File: src/rtl/evrisim_sonuc_yazici.sv
// evrisim_sonuc_yazici
// Collects the filtered pixel stream from the 3x3 convolution unit and packs
// four pixels into one 32-bit little-endian word. Words go into a small FIFO,
// because the source has no back-pressure, and are then written to result
// memory over a valid/ready port. A one-cycle frame-done pulse follows the
// acceptance of the last word of the frame.

module evrisim_sonuc_yazici #(
  parameter int          GENISLIK      = 320,
  parameter int          YUKSEKLIK     = 240,
  parameter logic [31:0] TABAN_ADRES   = 32'h0000_0000,
  parameter int          FIFO_DERINLIK = 4
) (
  input  logic        clk_i,
  input  logic        rstn_i,
  input  logic        baslat_i,
  input  logic        veri_etkin_i,
  input  logic [7:0]  veri_i,
  output logic        bellek_gecerli_o,
  output logic [31:0] bellek_adres_o,
  output logic [31:0] bellek_veri_o,
  input  logic        bellek_hazir_i,
  output logic        mesgul_o,
  output logic        kare_bitti_o,
  output logic        tasma_o
);

  // FIFO pointer and occupancy widths; occupancy needs one extra bit for "full"
  localparam int AW = $clog2(FIFO_DERINLIK);
  localparam int SW = AW + 1;

  localparam logic [16:0]   SON_PIKSEL = 17'(GENISLIK * YUKSEKLIK - 1);
  localparam logic [SW-1:0] DOLU       = SW'(FIFO_DERINLIK);
  localparam logic [SW-1:0] SAYI_BIR   = SW'(1);
  localparam logic [AW-1:0] PTR_BIR    = AW'(1);

  typedef enum logic [1:0] {
    BOSTA  = 2'd0,
    TOPLA  = 2'd1,
    BOSALT = 2'd2,
    BITTI  = 2'd3
  } durum_e;

  // Frame control state
  durum_e        durum_q,   durum_d;
  logic [16:0]   piksel_q,  piksel_d;
  logic [31:0]   paket_q,   paket_d;
  logic [14:0]   kelime_q,  kelime_d;
  logic          tasma_q,   tasma_d;
  logic          mesgul_q,  mesgul_d;
  logic          kare_bitti_q, kare_bitti_d;

  // Word FIFO storage and bookkeeping
  logic [31:0]   adr_mem_q  [FIFO_DERINLIK];
  logic [31:0]   veri_mem_q [FIFO_DERINLIK];
  logic [AW-1:0] yaz_ptr_q, yaz_ptr_d;
  logic [AW-1:0] oku_ptr_q, oku_ptr_d;
  logic [SW-1:0] sayi_q,    sayi_d;

  // Handshake between the packer and the FIFO
  logic          push_s;
  logic          yaz_s;
  logic          pop_s;
  logic          bos_s;
  logic          dolu_s;
  logic          tasma_olay_s;
  logic [31:0]   yeni_adres_s;
  logic [31:0]   yeni_veri_s;

  // FIFO status, accepted pushes/pops and overflow detection
  always_comb begin
    bos_s        = (sayi_q == {SW{1'b0}});
    dolu_s       = (sayi_q == DOLU);
    pop_s        = (!bos_s) && bellek_hazir_i;
    // A full FIFO still takes a word when the head leaves on the same edge
    yaz_s        = push_s && ((!dolu_s) || pop_s);
    tasma_olay_s = push_s && dolu_s && (!pop_s);
  end

  // FIFO pointer and occupancy next-state
  always_comb begin
    yaz_ptr_d = yaz_ptr_q;
    oku_ptr_d = oku_ptr_q;
    sayi_d    = sayi_q;
    if (yaz_s) begin
      yaz_ptr_d = yaz_ptr_q + PTR_BIR;
    end else begin
      yaz_ptr_d = yaz_ptr_q;
    end
    if (pop_s) begin
      oku_ptr_d = oku_ptr_q + PTR_BIR;
    end else begin
      oku_ptr_d = oku_ptr_q;
    end
    case ({yaz_s, pop_s})
      2'b10:   sayi_d = sayi_q + SAYI_BIR;
      2'b01:   sayi_d = sayi_q - SAYI_BIR;
      default: sayi_d = sayi_q;
    endcase
  end

  // Packing, word addressing and frame state next-state
  always_comb begin
    durum_d      = durum_q;
    piksel_d     = piksel_q;
    paket_d      = paket_q;
    kelime_d     = kelime_q;
    tasma_d      = tasma_q;
    push_s       = 1'b0;
    // The 4th byte bypasses the packing register straight into the word
    yeni_veri_s  = {veri_i, paket_q[23:0]};
    // Word index is zero-extended and scaled by 4; the sum wraps at 32 bits
    yeni_adres_s = TABAN_ADRES + {15'd0, kelime_q, 2'b00};

    case (durum_q)
      BOSTA: begin
        if (baslat_i) begin
          durum_d  = TOPLA;
          piksel_d = 17'd0;
          paket_d  = 32'd0;
          kelime_d = 15'd0;
          tasma_d  = 1'b0;
        end else begin
          durum_d  = BOSTA;
        end
      end
      TOPLA: begin
        if (veri_etkin_i) begin
          piksel_d = piksel_q + 17'd1;
          case (piksel_q[1:0])
            2'd0:    paket_d[7:0]   = veri_i;
            2'd1:    paket_d[15:8]  = veri_i;
            2'd2:    paket_d[23:16] = veri_i;
            2'd3: begin
              push_s   = 1'b1;
              paket_d  = 32'd0;
              kelime_d = kelime_q + 15'd1;
            end
            default: paket_d = paket_q;
          endcase
          if (piksel_q == SON_PIKSEL) begin
            durum_d = BOSALT;
          end else begin
            durum_d = TOPLA;
          end
        end else begin
          durum_d = TOPLA;
        end
      end
      BOSALT: begin
        if (bos_s) begin
          durum_d = BITTI;
        end else begin
          durum_d = BOSALT;
        end
      end
      BITTI: begin
        durum_d = BOSTA;
      end
      default: begin
        durum_d = BOSTA;
      end
    endcase

    // Overflow is sticky until the next accepted start
    if (tasma_olay_s) begin
      tasma_d = 1'b1;
    end else begin
      tasma_d = tasma_d;
    end

    mesgul_d     = (durum_d != BOSTA);
    kare_bitti_d = (durum_d == BITTI);
  end

  // Frame state machine with its registered status outputs
  always_ff @(posedge clk_i or negedge rstn_i) begin
    if (!rstn_i) begin
      durum_q      <= BOSTA;
      piksel_q     <= 17'd0;
      paket_q      <= 32'd0;
      kelime_q     <= 15'd0;
      tasma_q      <= 1'b0;
      mesgul_q     <= 1'b0;
      kare_bitti_q <= 1'b0;
    end else begin
      durum_q      <= durum_d;
      piksel_q     <= piksel_d;
      paket_q      <= paket_d;
      kelime_q     <= kelime_d;
      tasma_q      <= tasma_d;
      mesgul_q     <= mesgul_d;
      kare_bitti_q <= kare_bitti_d;
    end
  end

  // FIFO pointers and occupancy
  always_ff @(posedge clk_i or negedge rstn_i) begin
    if (!rstn_i) begin
      yaz_ptr_q <= {AW{1'b0}};
      oku_ptr_q <= {AW{1'b0}};
      sayi_q    <= {SW{1'b0}};
    end else begin
      yaz_ptr_q <= yaz_ptr_d;
      oku_ptr_q <= oku_ptr_d;
      sayi_q    <= sayi_d;
    end
  end

  // FIFO storage; cleared on reset so the memory port reads zero
  always_ff @(posedge clk_i or negedge rstn_i) begin
    if (!rstn_i) begin
      for (int i = 0; i < FIFO_DERINLIK; i++) begin
        adr_mem_q[i]  <= 32'd0;
        veri_mem_q[i] <= 32'd0;
      end
    end else if (yaz_s) begin
      adr_mem_q[yaz_ptr_q]  <= yeni_adres_s;
      veri_mem_q[yaz_ptr_q] <= yeni_veri_s;
    end
  end

  // Head of the FIFO drives the memory port; it only moves on a transfer
  assign bellek_gecerli_o = !bos_s;
  assign bellek_adres_o   = adr_mem_q[oku_ptr_q];
  assign bellek_veri_o    = veri_mem_q[oku_ptr_q];
  assign mesgul_o         = mesgul_q;
  assign kare_bitti_o     = kare_bitti_q;
  assign tasma_o          = tasma_q;

endmodule

File: config.mk
export PLATFORM = sky130hd
export DESIGN_NAME = evrisim_sonuc_yazici
export DESIGN_NICKNAME = d
export VERILOG_FILES = /design/src/rtl/evrisim_sonuc_yazici.sv
export SDC_FILE = /design/constraint.sdc
export NUM_CORES = 1
export LEC_CHECK = 0
export ABC_AREA = 1
export CAP_MARGIN = 20
export CORE_ASPECT_RATIO = 1.25
export CORE_MARGIN = 2
export CORE_UTILIZATION = 60
export DETAILED_ROUTE_END_ITERATION = 10
export PLACE_DENSITY_LB_ADDON = 0.2
export SYNTH_ARGS = -nofsm -noshare
export SYNTH_HDL_FRONTEND = slang
export SYNTH_SLANG_ARGS = --single-unit
File: constraint.sdc
create_clock -name clk_i -period 5.06 [get_ports clk_i]
set_input_delay 0.506 -clock clk_i [delete_from_list [all_inputs] [get_ports clk_i]]
set_output_delay 0.506 -clock clk_i [all_outputs]
set_load 0.03 [all_outputs]
# [Word level (Yosys, flattened, before mapping)]
# Index checks and enable logic that the tools add are counted.
[op_classes] add_sub_neg=6 mul=0 div=0 magnitude_cmp=3 eq_ne=17 shift=0 mux=35 bitwise_logic=2 reduce_logical=23
[ops] op="bitwise mux 128 bit" n=2
[ops] op="two-way mux 32 bit" n=5
[ops] op="binary-select mux 32 bit (select 2 bit)" n=2
[ops] op="demux 32 bit (select 2 bit)" n=1
[ops] op="two-way mux 24 bit" n=2
[ops] op="one-hot mux 24 bit (2 select lines)" n=1
[ops] op="one-hot mux 8 bit (2 select lines)" n=3
[ops] op="two-way mux 15 bit" n=3
[ops] op="two-way mux 17 bit" n=2
[ops] op="one-hot mux 17 bit (2 select lines)" n=1
[ops] op="one-hot mux 15 bit (2 select lines)" n=1
[ops] op="adder 17 x 1 -> 17 bit, second input constant" n=1
[ops] op="equality test 17 bit, second input constant" n=1
[ops] op="AND reduction 4 bit" n=4
[ops] op="adder 15 x 1 -> 15 bit, second input constant" n=1
[ops] op="equality test 2 bit, second input constant" n=6
[ops] op="nonzero test 2 bit" n=5
[ops] op="inequality test 3 x 1 -> 1 bit, second input constant" n=3
[ops] op="two-way mux 1 bit" n=8
[ops] op="one-hot mux 2 bit (4 select lines)" n=1
[ops] op="equality test 2 x 1 -> 1 bit, second input constant" n=3
[ops] op="greater-or-equal comparator 3 bit, second input constant" n=2
[ops] op="inverter 2 -> 3 bit" n=2
[ops] op="one-hot mux 3 bit (2 select lines)" n=1
[ops] op="15 further kinds" n=25
[word_totals] reg_bits=324 latch_bits=0 ramBits=0 rom_bits=0 input_bits=13 out_inout_bits=68 wordCells=106 memories=0

# [Logic depth before layout (Yosys ltp)]
[logic_depth] ltp_word=8 mapped_depth=12 mapped_depth_nobuf=10

# [Worst setup path after synthesis]
# OpenSTA, ideal clock, no wires.
[synth_timing] path_type="register to register" startpoint="register piksel_q[0]" endpoint="register sayi_q[2]" setup_time_ns=0.131 t_arrival_ns=2.221 required_time_ns=4.929 setup_slack_ns=2.708 stages_incl_launch_ff=13 period_less_slack_ns=2.352 path_cell_list="dfrtp_1 -> ha_1 -> nand2_1 -> nor2_8 -> nand2_8 -> buf_6 -> buf_6 -> ha_1 -> inv_1 -> fa_1 -> a21oi_1 -> o21ai_0 -> xor2_1"
[synth_via] elab_chain_len=7 word_cells_on_any_way=9 classes_between="3 x eq/ne; 4 x mux; 2 x reduce/logical"
[synth_rtl] item="start: declaration" line_no="46" source="logic [16:0] piksel_q, piksel_d;"
[synth_rtl] item="start signal: assignment" line_no="188" source="piksel_q <= piksel_d;"
[synth_rtl] item="equality test 2 bit *" line_no="130" source="case (piksel_q[1:0])"
[synth_rtl] item="two-way mux 1 bit *" line_no="130"
[synth_rtl] item="two-way mux 1 bit *" line_no="128" source="if (veri_etkin_i) begin"
[synth_rtl] item="two-way mux 1 bit *" line_no="115" source="case (durum_q)"
[synth_rtl] item="logical AND 1 bit *" line_no="76" source="yaz_s = push_s && ((!dolu_s) || pop_s);"
[synth_rtl] item="equality test 2 x 1 -> 1 bit / equality test 2 bit (equally long branches)" line_no="95" source="case ({yaz_s, pop_s})"
[synth_rtl] item="one-hot mux 3 bit (2 select lines) / nonzero test 2 bit (equally long branches)"
[synth_rtl] item="end signal: assignment" line_no="202" source="sayi_q <= {SW{1'b0}};"
[synth_rtl] item="end signal: assignment" line_no="206" source="sayi_q <= sayi_d;"
[synth_rtl] item="end: declaration" line_no="58" source="logic [SW-1:0] sayi_q, sayi_d;"
# Every way passes the cells marked *; elsewhere a longest branch is shown, timed or not.
# A chain may end at the register's enable or synchronous reset.

# [Final worst setup path]
[layout_timing] startpoint="register oku_ptr_q[0]" endpoint="output port bellek_veri_o[26]"
[layout_via] elab_chain_len=4
[layout_rtl] item="start: declaration" line_no="57" source="logic [AW-1:0] oku_ptr_q, oku_ptr_d;"
[layout_rtl] item="start signal: assignment" line_no="201" source="oku_ptr_q <= {AW{1'b0}};"
[layout_rtl] item="start signal: assignment" line_no="205" source="oku_ptr_q <= oku_ptr_d;"
[layout_rtl] item="inverter 2 -> 3 bit (implied by the code)" line_no="226" source="assign bellek_veri_o = veri_mem_q[oku_ptr_q];"
[layout_rtl] item="binary-select mux 32 bit (select 2 bit)" line_no="226"
[layout_rtl] item="two-way mux 32 bit (implied by the code) (2 in series)" line_no="226"
[layout_rtl] item="end: declaration" line_no="21" source="output logic [31:0] bellek_veri_o,"
# No other way between the ends. The select of a mux whose other input is x is not followed.

==> impl_metrics.toml <==
[outcome]
status = "completed"

[placed_design]
hpwlAfterDp_mm = 17.8
portBuffers = 63
routabilityCongestion = 0.833
dp.cells = 1779
placed_cell_area_um2 = 12900

[job]
cap_violations = 0

[power]
p_leak_nw = 6.68
powerDensity_nw_per_um2 = 651
ir_worst_vdd_v = 0.000433

[synth]
ys_ff_latch = 256
ys_seq_area_share_pct = 51.4
synth.avg_cell_area_um2 = 8.11
ys_types = 32
synth_area_leaders = "dfrtp_1 51%, nand2_1 15%, o21ai_0 6.4%"
synth_area_leader_cell = "dfrtp_1"
synth_top_area_share_pct = 51.4
synth_warnings = 0
synth_cells = 1536
netlist_area_um2 = 12500

[sta]
setup_viol = 0
skew_ns = 0.0124
rsz0062_at_grt = "no"
final-max-slew-violation-count = 0
relSlewSlack_pct = 35.4
layout_min_cycle_time_ns = 3.73
final.period_utilization_pct = 73.7
timing.fmax_ghz = 0.268
tightest_slew_ns = 0.969
setup_tns_ns = 0
whs_ns = 0.0179
hold_viol_final = 0

[cts]
path_clk_slew_ns = 0.06
cts_resized = 0
clk_latency_ns = 0.52
post_cts_buffers = 0
hold_buffers = 0
clockBufferDepth = 3
root_buffer = "clkbuf_16"
cts_sinks = 256
cts_tree = "yes"
numCtsBuffers = 26
htreeDepth = 1

[floorplan]
ios = 81
die_x_um = 133
dieArea_um2 = 21900
rows = 58
coreArea_um2 = 20200
start_util_pct = 61.5
die_h_um = 165

[finish]
finalInstanceArea_um2 = 13600
multi_input_area_um2 = 5210
layout_commonest_cell = "nand2_1"
n_fill_cell = 1658
final_cell_mix = "488 x nand2_1, 255 x dfrtp_1, 160 x o21ai_0, 146 x nor2_1, 140 x o21ai_1"
num_antenna_cells = 0
syn_to_final_growth_pct = 9.47
layout.cells.non_filler = 1819
drive_above_1_share_pct = 4.20
register_area_um2 = 6410
nets = 1563

[routing]
vias = 10415
antenna_left = 0
drc = 0
dr.pass1.iters = 7
first_iter_violations = 834
via_per_inst = 5.73
wl_per_cell_um = 16.7
drt-total-wl_mm = 30.5

[worst_setup_path]
cp.required_ns = 4.55
path_max_fanout = 52
path_class = "register to primary output"
endpoint_kind = "primary output"
worstPathArrival_ns = 3.22
setup.worst_path.start_class = "register"

[global_route]
grt_pass1_wl_mm = 50.1
grt_remaining_overflow = 0
track_usage_pct = 28.1
grt_antenna_before_repair = 0
grt_max_degree = 112
grt_pass1_vias = 10007

[hold_path]
hold_path_class = "primary input to async pin"
-- report_power, final --
group	total [mW]	internal, mW	switching [mW]
Clock	1.73	0.979	0.751
Sequential	3.26	2.76	0.497
Combinational	3.88	1.35	2.54
Total	8.87	5.09	3.79
-- cells in the mapped netlist, drive strengths merged --
master	count
clkbuf	51
conb	1
a31oi	1
xnor2	2
fa	1
o31ai	1
buf	67
a21oi	7
nand2	493
o21bai	7
o21a	27
nand4	22
xor2	3
nand3	25
o21ai	302
inv	57
nor2	152
dfrtp	256
o22ai	47
or2	2
ha	11
a32o	1
-- stage by stage --
step / util (%) / total power [mW] / setup WS, ns
3_5_place_dp: 63.7 / 7.14 / 1.92
6_report: 67.4 / 8.87 / 1.33
3_3_place_gp: 63.7 / 7.05 / 1.95
4_1_cts: 67.3 / 8.88 / 1.39
5_1_grt: 67.4 / 9.41 / 1.19
2_1_floorplan: - / 5.77 / 2.71
-- logic make-up after synthesis --
| family | count (synthesis) | share of synthesized area, % |
|---|---|---|
| flip-flops | 256 | 51.4 |
| XOR/XNOR | 5 | 0.352 |
| other | 1 | 0.0301 |
| AO/OA/AOI/OAI | 393 | 17.1 |
| AND/OR/NAND/NOR | 694 | 22.6 |
| buffers and inverters | 175 | 7.25 |
| adder cells (fa/ha/maj) | 12 | 1.27 |
-- worst max-delay path: stages (launching register included) --
cell	delay, ns
dfrtp_2	0.40
inv_2	0.65
buf_4	0.52
o21ai_0	0.15
o22ai_1	0.21
clkdlybuf4s50_1	0.71
-- path summary, 6_finish.rpt --
| check | depth (start not counted) | start | endpoint | slack, ns |
|---|---|---|---|---|
| setup / recovery | 5 | oku_ptr_q[0]$_DFFE_PN0P_ | bellek_veri_o[26] | 1.33 |
| hold / removal | 1 | rstn_i | veri_mem_q[44]$_DFFE_PN0P_ | 0.02 |
| setup reg to reg | 10 | piksel_q[1]$_DFFE_PN0P_ | sayi_q[2]$_DFFE_PN0P_ | 2.22 |
| hold reg to reg | 2 | veri_mem_q[45]$_DFFE_PN0P_ | veri_mem_q[45]$_DFFE_PN0P_ | 0.47 |
| max in group asynchronous | 2 | rstn_i | oku_ptr_q[0]$_DFFE_PN0P_ | 3.82 |
| min in group clk_i | 2 | veri_mem_q[45]$_DFFE_PN0P_ | veri_mem_q[45]$_DFFE_PN0P_ | 0.47 |
-- cell type report --
type / instances / share of cell area (%)
clock buffers: 37 / 5.30
clock inverters: 2 / 0.101
inverters: 57 / 1.57
multi-input cells: 1121 / 38.2
flip-flops and latches: 256 / 47.0
well taps: 270 / 2.48
repair buffers: 76 / 5.38
-- registers in the layout, summed over array words and instances, names as in the netlist --
name	count
paket_q	24
tasma_o	1
kelime_q	15
veri_mem_q	128
piksel_q	17
mesgul_o	1
durum_q	2
oku_ptr_q	2
yaz_ptr_q	2
sayi_q	3
kare_bitti_o	1
adr_mem_q	60
-- per-layer routing --
layer | up-vias | part of all wire (%) | GRT usage (%)
met2 | 347 | 50 | 49.1
met1 | 5015 | 42 | 36.8
met5 | - | 0 | 0
met3 | 56 | 5.5 | 2.75
li1 | 4997 | - | -
met4 | 0 | 2.7 | 10.7
Note: power is estimated with default switching activity, not from simulation.
